### src/rtl/hh_neuron_array_if.sv
// Control, current-write and readout signals of the HH neuron array.
// The slave modport is the array; the master modport is whoever drives it.
interface hh_neuron_array_if #(
    parameter int WIDTH    = 16,
    parameter int CHANNELS = 4
);
    localparam int AW = (CHANNELS > 1) ? $clog2(CHANNELS) : 1;

    logic                    start;
    logic signed [WIDTH-1:0] dt;
    logic                    cur_we;
    logic [AW-1:0]           cur_addr;
    logic signed [WIDTH-1:0] current_in;
    logic [AW-1:0]           rd_addr;
    logic signed [WIDTH-1:0] data_out;
    logic [CHANNELS-1:0]     spike_out;
    logic                    busy;
    logic                    done;

    modport slave (
        input  start, dt, cur_we, cur_addr, current_in, rd_addr,
        output data_out, spike_out, busy, done
    );

    modport master (
        output start, dt, cur_we, cur_addr, current_in, rd_addr,
        input  data_out, spike_out, busy, done
    );
endinterface

### src/rtl/hh_neuron_array.sv
// Time-multiplexed linear HH neuron array: one shared datapath, 2 cycles per channel (DV, UPD).
// A step takes 2*CHANNELS+1 cycles from start to done; start while busy is dropped.
module hh_neuron_array #(
    parameter int WIDTH     = 16,
    parameter int FRAC      = 8,
    parameter int CHANNELS  = 4,
    parameter int E_L       = -16640,
    parameter int V_TH      = -12800,
    parameter int V_RESET   = -17920,
    parameter int G_L       = 26,
    parameter int A         = 64,
    parameter int B         = 512,
    parameter int TAU_SHIFT = 4,
    parameter int REFRAC    = 2
) (
    input  logic             clock,
    input  logic             reset,
    hh_neuron_array_if.slave bus
);
    localparam int AW    = (CHANNELS > 1) ? $clog2(CHANNELS) : 1;
    localparam int NSLOT = 1 << AW;
    localparam int RCW   = (REFRAC > 0) ? $clog2(REFRAC + 1) : 1;
    localparam int XW    = 2 * WIDTH + 4;

    localparam logic signed [XW-1:0] SMAX = {{(XW-WIDTH+1){1'b0}}, {(WIDTH-1){1'b1}}};
    localparam logic signed [XW-1:0] SMIN = {{(XW-WIDTH+1){1'b1}}, {(WIDTH-1){1'b0}}};

    typedef enum logic [1:0] {IDLE, DV, UPD, DONE} state_t;

    state_t state_q, state_d;

    logic signed [WIDTH-1:0] v_q [NSLOT];
    logic signed [WIDTH-1:0] w_q [NSLOT];
    logic signed [WIDTH-1:0] i_q [NSLOT];
    logic [RCW-1:0]          rc_q [NSLOT];

    logic [AW-1:0]           ch_q;
    logic signed [WIDTH-1:0] dt_q;
    logic signed [WIDTH-1:0] dv_q;
    logic [CHANNELS-1:0]     spk_acc_q;
    logic [CHANNELS-1:0]     spike_q;
    logic signed [WIDTH-1:0] dout_q;

    function automatic logic signed [WIDTH-1:0] sat(input logic signed [XW-1:0] x);
        if (x > SMAX) return SMAX[WIDTH-1:0];
        if (x < SMIN) return SMIN[WIDTH-1:0];
        return x[WIDTH-1:0];
    endfunction

    logic                last_ch;
    logic                accept;
    logic                fire;
    logic [CHANNELS-1:0] spk_vec;

    logic signed [XW-1:0] v_x, w_x, i_x, dt_x, dvq_x, vdiff, leak, dv_raw, vn, coup, wn;

    assign last_ch = (ch_q == AW'(CHANNELS - 1));
    assign accept  = bus.start && ((state_q == IDLE) || (state_q == DONE));

    // All arithmetic is carried wide enough that only the final store can overflow.
    assign v_x    = XW'(v_q[ch_q]);
    assign w_x    = XW'(w_q[ch_q]);
    assign i_x    = XW'(i_q[ch_q]);
    assign dt_x   = XW'(dt_q);
    assign dvq_x  = XW'(dv_q);
    assign vdiff  = v_x - XW'(E_L);
    assign leak   = (XW'(G_L) * vdiff) >>> FRAC;
    assign dv_raw = i_x - leak - w_x;
    assign vn     = v_x + ((dvq_x * dt_x) >>> FRAC);
    assign coup   = (XW'(A) * vdiff) >>> FRAC;
    assign wn     = w_x + (((coup - w_x) * dt_x) >>> (FRAC + TAU_SHIFT));

    assign fire    = (rc_q[ch_q] == '0) && (vn >= XW'(V_TH));
    assign spk_vec = spk_acc_q | (fire ? (CHANNELS'(1) << ch_q) : '0);

    always_ff @(posedge clock or negedge reset) begin
        if (!reset) state_q <= IDLE;
        else        state_q <= state_d;
    end

    always_comb begin
        state_d = state_q;
        case (state_q)
            IDLE:    if (bus.start) state_d = DV;
            DV:      state_d = UPD;
            UPD:     state_d = last_ch ? DONE : DV;
            DONE:    state_d = bus.start ? DV : IDLE;
            default: state_d = IDLE;
        endcase
    end

    // Current writes are independent of the step so they can land mid-step.
    always_ff @(posedge clock or negedge reset) begin
        if (!reset) begin
            for (int k = 0; k < NSLOT; k++) i_q[k] <= '0;
        end else if (bus.cur_we) begin
            i_q[bus.cur_addr] <= bus.current_in;
        end
    end

    always_ff @(posedge clock or negedge reset) begin
        if (!reset) begin
            for (int k = 0; k < NSLOT; k++) begin
                v_q[k]  <= WIDTH'(E_L);
                w_q[k]  <= '0;
                rc_q[k] <= '0;
            end
            ch_q      <= '0;
            dt_q      <= '0;
            dv_q      <= '0;
            spk_acc_q <= '0;
            spike_q   <= '0;
            dout_q    <= '0;
        end else begin
            dout_q <= v_q[bus.rd_addr];
            case (state_q)
                IDLE, DONE: begin
                    if (accept) begin
                        dt_q      <= bus.dt;
                        ch_q      <= '0;
                        spk_acc_q <= '0;
                    end
                end
                DV: dv_q <= sat(dv_raw);
                UPD: begin
                    if (rc_q[ch_q] != '0) begin
                        v_q[ch_q]  <= WIDTH'(V_RESET);
                        w_q[ch_q]  <= sat(wn);
                        rc_q[ch_q] <= rc_q[ch_q] - RCW'(1);
                    end else if (fire) begin
                        v_q[ch_q]  <= WIDTH'(V_RESET);
                        w_q[ch_q]  <= sat(wn + XW'(B));
                        rc_q[ch_q] <= RCW'(REFRAC);
                    end else begin
                        v_q[ch_q]  <= sat(vn);
                        w_q[ch_q]  <= sat(wn);
                    end
                    spk_acc_q <= spk_vec;
                    if (last_ch) spike_q <= spk_vec;
                    ch_q <= ch_q + AW'(1);
                end
                default: ;
            endcase
        end
    end

    assign bus.data_out  = dout_q;
    assign bus.spike_out = spike_q;
    assign bus.busy      = (state_q == DV) || (state_q == UPD);
    assign bus.done      = (state_q == DONE);
endmodule

### src/flat_wrapper.sv
// flat-port wrapper written by rule: the top's interface ports become plain ports
module hh_neuron_array_flat 
#(
    parameter int WIDTH     = 16,
    parameter int FRAC      = 8,
    parameter int CHANNELS  = 4,
    parameter int E_L       = -16640,
    parameter int V_TH      = -12800,
    parameter int V_RESET   = -17920,
    parameter int G_L       = 26,
    parameter int A         = 64,
    parameter int B         = 512,
    parameter int TAU_SHIFT = 4,
    parameter int REFRAC    = 2
)
  (clock, reset, bus_start, bus_dt, bus_cur_we, bus_cur_addr, bus_current_in, bus_rd_addr, bus_data_out, bus_spike_out, bus_busy, bus_done);
  hh_neuron_array_if #(.WIDTH(WIDTH), .CHANNELS(CHANNELS)) bus_i ();
  input  logic clock;
  input  logic reset;
  input wire logic [$bits(bus_i.start)-1:0] bus_start;
  input wire logic [$bits(bus_i.dt)-1:0] bus_dt;
  input wire logic [$bits(bus_i.cur_we)-1:0] bus_cur_we;
  input wire logic [$bits(bus_i.cur_addr)-1:0] bus_cur_addr;
  input wire logic [$bits(bus_i.current_in)-1:0] bus_current_in;
  input wire logic [$bits(bus_i.rd_addr)-1:0] bus_rd_addr;
  output wire logic [$bits(bus_i.data_out)-1:0] bus_data_out;
  output wire logic [$bits(bus_i.spike_out)-1:0] bus_spike_out;
  output wire logic [$bits(bus_i.busy)-1:0] bus_busy;
  output wire logic [$bits(bus_i.done)-1:0] bus_done;
  assign bus_i.start = bus_start;
  assign bus_i.dt = bus_dt;
  assign bus_i.cur_we = bus_cur_we;
  assign bus_i.cur_addr = bus_cur_addr;
  assign bus_i.current_in = bus_current_in;
  assign bus_i.rd_addr = bus_rd_addr;
  assign bus_data_out = bus_i.data_out;
  assign bus_spike_out = bus_i.spike_out;
  assign bus_busy = bus_i.busy;
  assign bus_done = bus_i.done;
  hh_neuron_array #(.WIDTH(WIDTH), .FRAC(FRAC), .CHANNELS(CHANNELS), .E_L(E_L), .V_TH(V_TH), .V_RESET(V_RESET), .G_L(G_L), .A(A), .B(B), .TAU_SHIFT(TAU_SHIFT), .REFRAC(REFRAC)) u_core (.clock(clock), .reset(reset), .bus(bus_i));
endmodule
### config.mk
export PLATFORM = sky130hd
export DESIGN_NAME = hh_neuron_array_flat
export DESIGN_NICKNAME = d
export VERILOG_FILES = /design/src/rtl/hh_neuron_array_if.sv /design/src/rtl/hh_neuron_array.sv /design/src/flat_wrapper.sv
export SDC_FILE = /design/constraint.sdc
export NUM_CORES = 2
export LEC_CHECK = 0
export ABC_CLOCK_PERIOD_IN_PS = 31000
export CORE_MARGIN = 3
export CORE_UTILIZATION = 50
export CTS_CLUSTER_DIAMETER = 60
export DETAILED_ROUTE_END_ITERATION = 12
export PLACE_DENSITY = 0.69
export SLEW_MARGIN = 5
export SYNTH_ARGS = -nofsm -noshare
export SYNTH_HDL_FRONTEND = slang
export SYNTH_SLANG_ARGS = --single-unit
### constraint.sdc
create_clock -name clock -period 31 [get_ports clock]
set_clock_uncertainty 0.05 [all_clocks]
set_input_delay 3.1 -clock clock [delete_from_list [all_inputs] [get_ports clock]]
set_output_delay 3.1 -clock clock [all_outputs]
set_load 0.02 [all_outputs]
==> qor.yml <==
detailed_routing:
  num_vias: 28700
  drt-wirelength-per-cell_um: 19.1
  drc: 0
  routed_wl_um: 98200
  dr.pass1.iters: 6
  ant_nets: 0
  first_iter_violations: 2131
  viasPerCell: 5.59
cells_and_area:
  fillers: 6872
  final_layout_size_suffix_gt1_share_pct: 8.54
  nets: 4978
  syn2layout_area_growth_pct: 6.86
placed_design:
  finalWeightedCongestion: 0.922
  numPortBuffers: 61
  post-dp-hpwl_um: 74500
critical_path:
  critPathCaptureType: "flop"
  timing.critical_path.mode_cell: "fa_1"
  crit_buf_inv: 6
  worst-setup-path-type: "reg2reg"
  slowest_delay_ns: 1.05
  startpoint_type: "flop"
  cp_top_family: "compound AO/OA/AOI/OAI gates"
  cp.required_ns: 31.36
  cp_max_fo: 36
  arrival_ns: 15.08
  cp_slowest_cell: "xor2_1"
clock_network:
  cts_buffers: 30
  cts-hold-fix-buffers: 0
  insertion_delay_ns: 0.58
  clk_pin_slew_worst_paths_ns: 0.07
  post_cts_resized: 0
  post-cts-setup-buffers: 0
  cts-root-buf: "clkbuf_16"
  cts_sinks: 260
  clk_path_buf_depth: 3
  htreeDepth: 1
  cts_tree: "yes"
sta:
  tns_ns: 0
  finalCriticalPeriod_ns: 14.72
  rsz0062_at_grt: "false"
  period_share_pct: 47.5
  hold_viol: 0
  worstMarginPinSlew_ns: 1.30
  setup_viol: 0
  drv_slew: 0
  maxSlewHeadroom_pct: 12.9
  fmax_ghz: 0.0679
logic_synthesis:
  synth.area.top_cells: "fa_1 28%, dfrtp_1 15%, ha_1 10%"
  synth-edff-count: 0
  synth_nets: 5018
  yosysTopAreaCell: "fa_1"
  syn_inst: 4116
  ys_warn_count: 0
  synthDistinctLibCells: 106
  synthDominantCellAreaShare_pct: 28.2
  synth_seq_area_share_pct: 17.0
  yosys_most_used_dff: "dfrtp_1"
  ys_seq_elements: 260
  syn_avg_cell_area_um2: 9.36
  synth_common_cells: "724 x inv_1, 542 x fa_1, 502 x nand2_1, 320 x ha_1, 232 x dfrtp_1"
  yosysMostFrequentCell: "inv_1"
  async_reset_ff_share_pct: 100
  netlist_area_um2: 38500
floorplan:
  core_area_um2: 76100
  die_w_um: 284
  io_pins: 62
  fp.dieArea_um2: 80400
  fp-row-count: 101
  start_util_pct: 50.6
  die_h_um: 284
global_routing:
  grt_overflow: 0
  grt.met2_usage_pct: 39.3
  gr-usage-met3_pct: 3.50
  grt_pass1_vias: 29700
  grt_max_degree: 173
  globalRoute.busiestLayer: "met2"
  grt_util_all_layers_pct: 25.2
  grtUsageMet1_pct: 37.3
  grt_pass1_wl_um: 163000
  antenna_found_initial: 2
status:
  run_status: "complete, no violations"
hold_path:
  hold_class: "reg2reg"
flow_run:
  drv_cap: 0
-- routing by layer --
metal	routed length [um]	vias to the layer above
li1	-	13200
met1	44300	14400
met2	44200	994
met3	7410	135
met4	2340	4
met5	24	-
-- sequential cells by signal, summed over array words and instances, names as in the netlist --
register / count
u_core.state_q: 2
u_core.dt_q: 16
u_core.dv_q: 16
u_core.i_q: 64
u_core.bus.data_out: 16
u_core.v_q: 64
u_core.ch_q: 2
u_core.w_q: 64
u_core.bus.spike_out: 4
u_core.rc_q: 8
u_core.spk_acc_q: 4
-- cell usage in the layout, fill, tap and decap left out, drive strengths merged, types with 65 or more instances in the layout --
cell type  netlist  routed
inv            725     727
nand2          503     503
nor3            65      65
o21ai          118     118
mux4            66      66
ha             320     320
xnor2          109     109
a21oi          150     150
dfrtp          232     232
fa             542     542
mux2            79      79
and2           203     203
nor2           182     182
-- worst paths after layout --
check / endpoint / slack (ns) / start / depth (start not counted)
worst max-delay path: u_core.w_q[46] / 16.28 / u_core.ch_q[0] / 46
worst min-delay path: u_core.bus.spike_out[3] / 0.43 / u_core.bus.spike_out[3] / 2
worst max register to register: u_core.w_q[46] / 16.28 / u_core.ch_q[0] / 46
worst min register to register: u_core.bus.spike_out[3] / 0.43 / u_core.bus.spike_out[3] / 2
max in group asynchronous: u_core.ch_q[0] / 27.01 / reset / 2
min in group asynchronous: u_core.i_q[37] / 2.47 / reset / 1
-- logic make-up after synthesis --
family / Yosys count / share of synthesized area, %
xor+xnor: 156 / 3.57
simple gates: 1189 / 14.9
flops: 260 / 17.0
fa+ha+maj: 866 / 38.7
mux: 148 / 6.25
buf+inv: 909 / 9.01
compound gates: 588 / 10.6
-- area by class of cell --
class                      instances  area, um^2  area share [%]
clock inverter                    15         180           0.438
tap                             1030        1290            3.13
clock buffer                      41         893            2.17
timing repair buffer             112        1010            2.46
sequential                       260        6550            15.9
antenna                            1        2.50         0.00608
inverter                         725        2720            6.61
multi-input combinational       2947       28500            69.3
-- worst min-delay path, stage by stage (launching register included) --
cell	delay [ns]
dfrtp_1	0.35
nand2_1	0.05
nand2_1	0.05
-- metrics by stage --
step	hold slack [ns]	area (um^2)	util (%)	worst slack, ns	instances
final	0.426	41200	54.1	16.28	5131
after global routing	0.456	41200	54.1	15.35	5130
after CTS	0.428	41200	54.1	16.28	5130
after detailed placement	0.410	40100	52.7	16.31	5074
after global placement	0.405	40100	52.7	16.57	5074
after floorplan	0.407	38500	-	17.98	4116
Power is left out: the tool's default activity adds up to more than one toggle a clock period on the data nets, which glitch-free logic cannot reach.
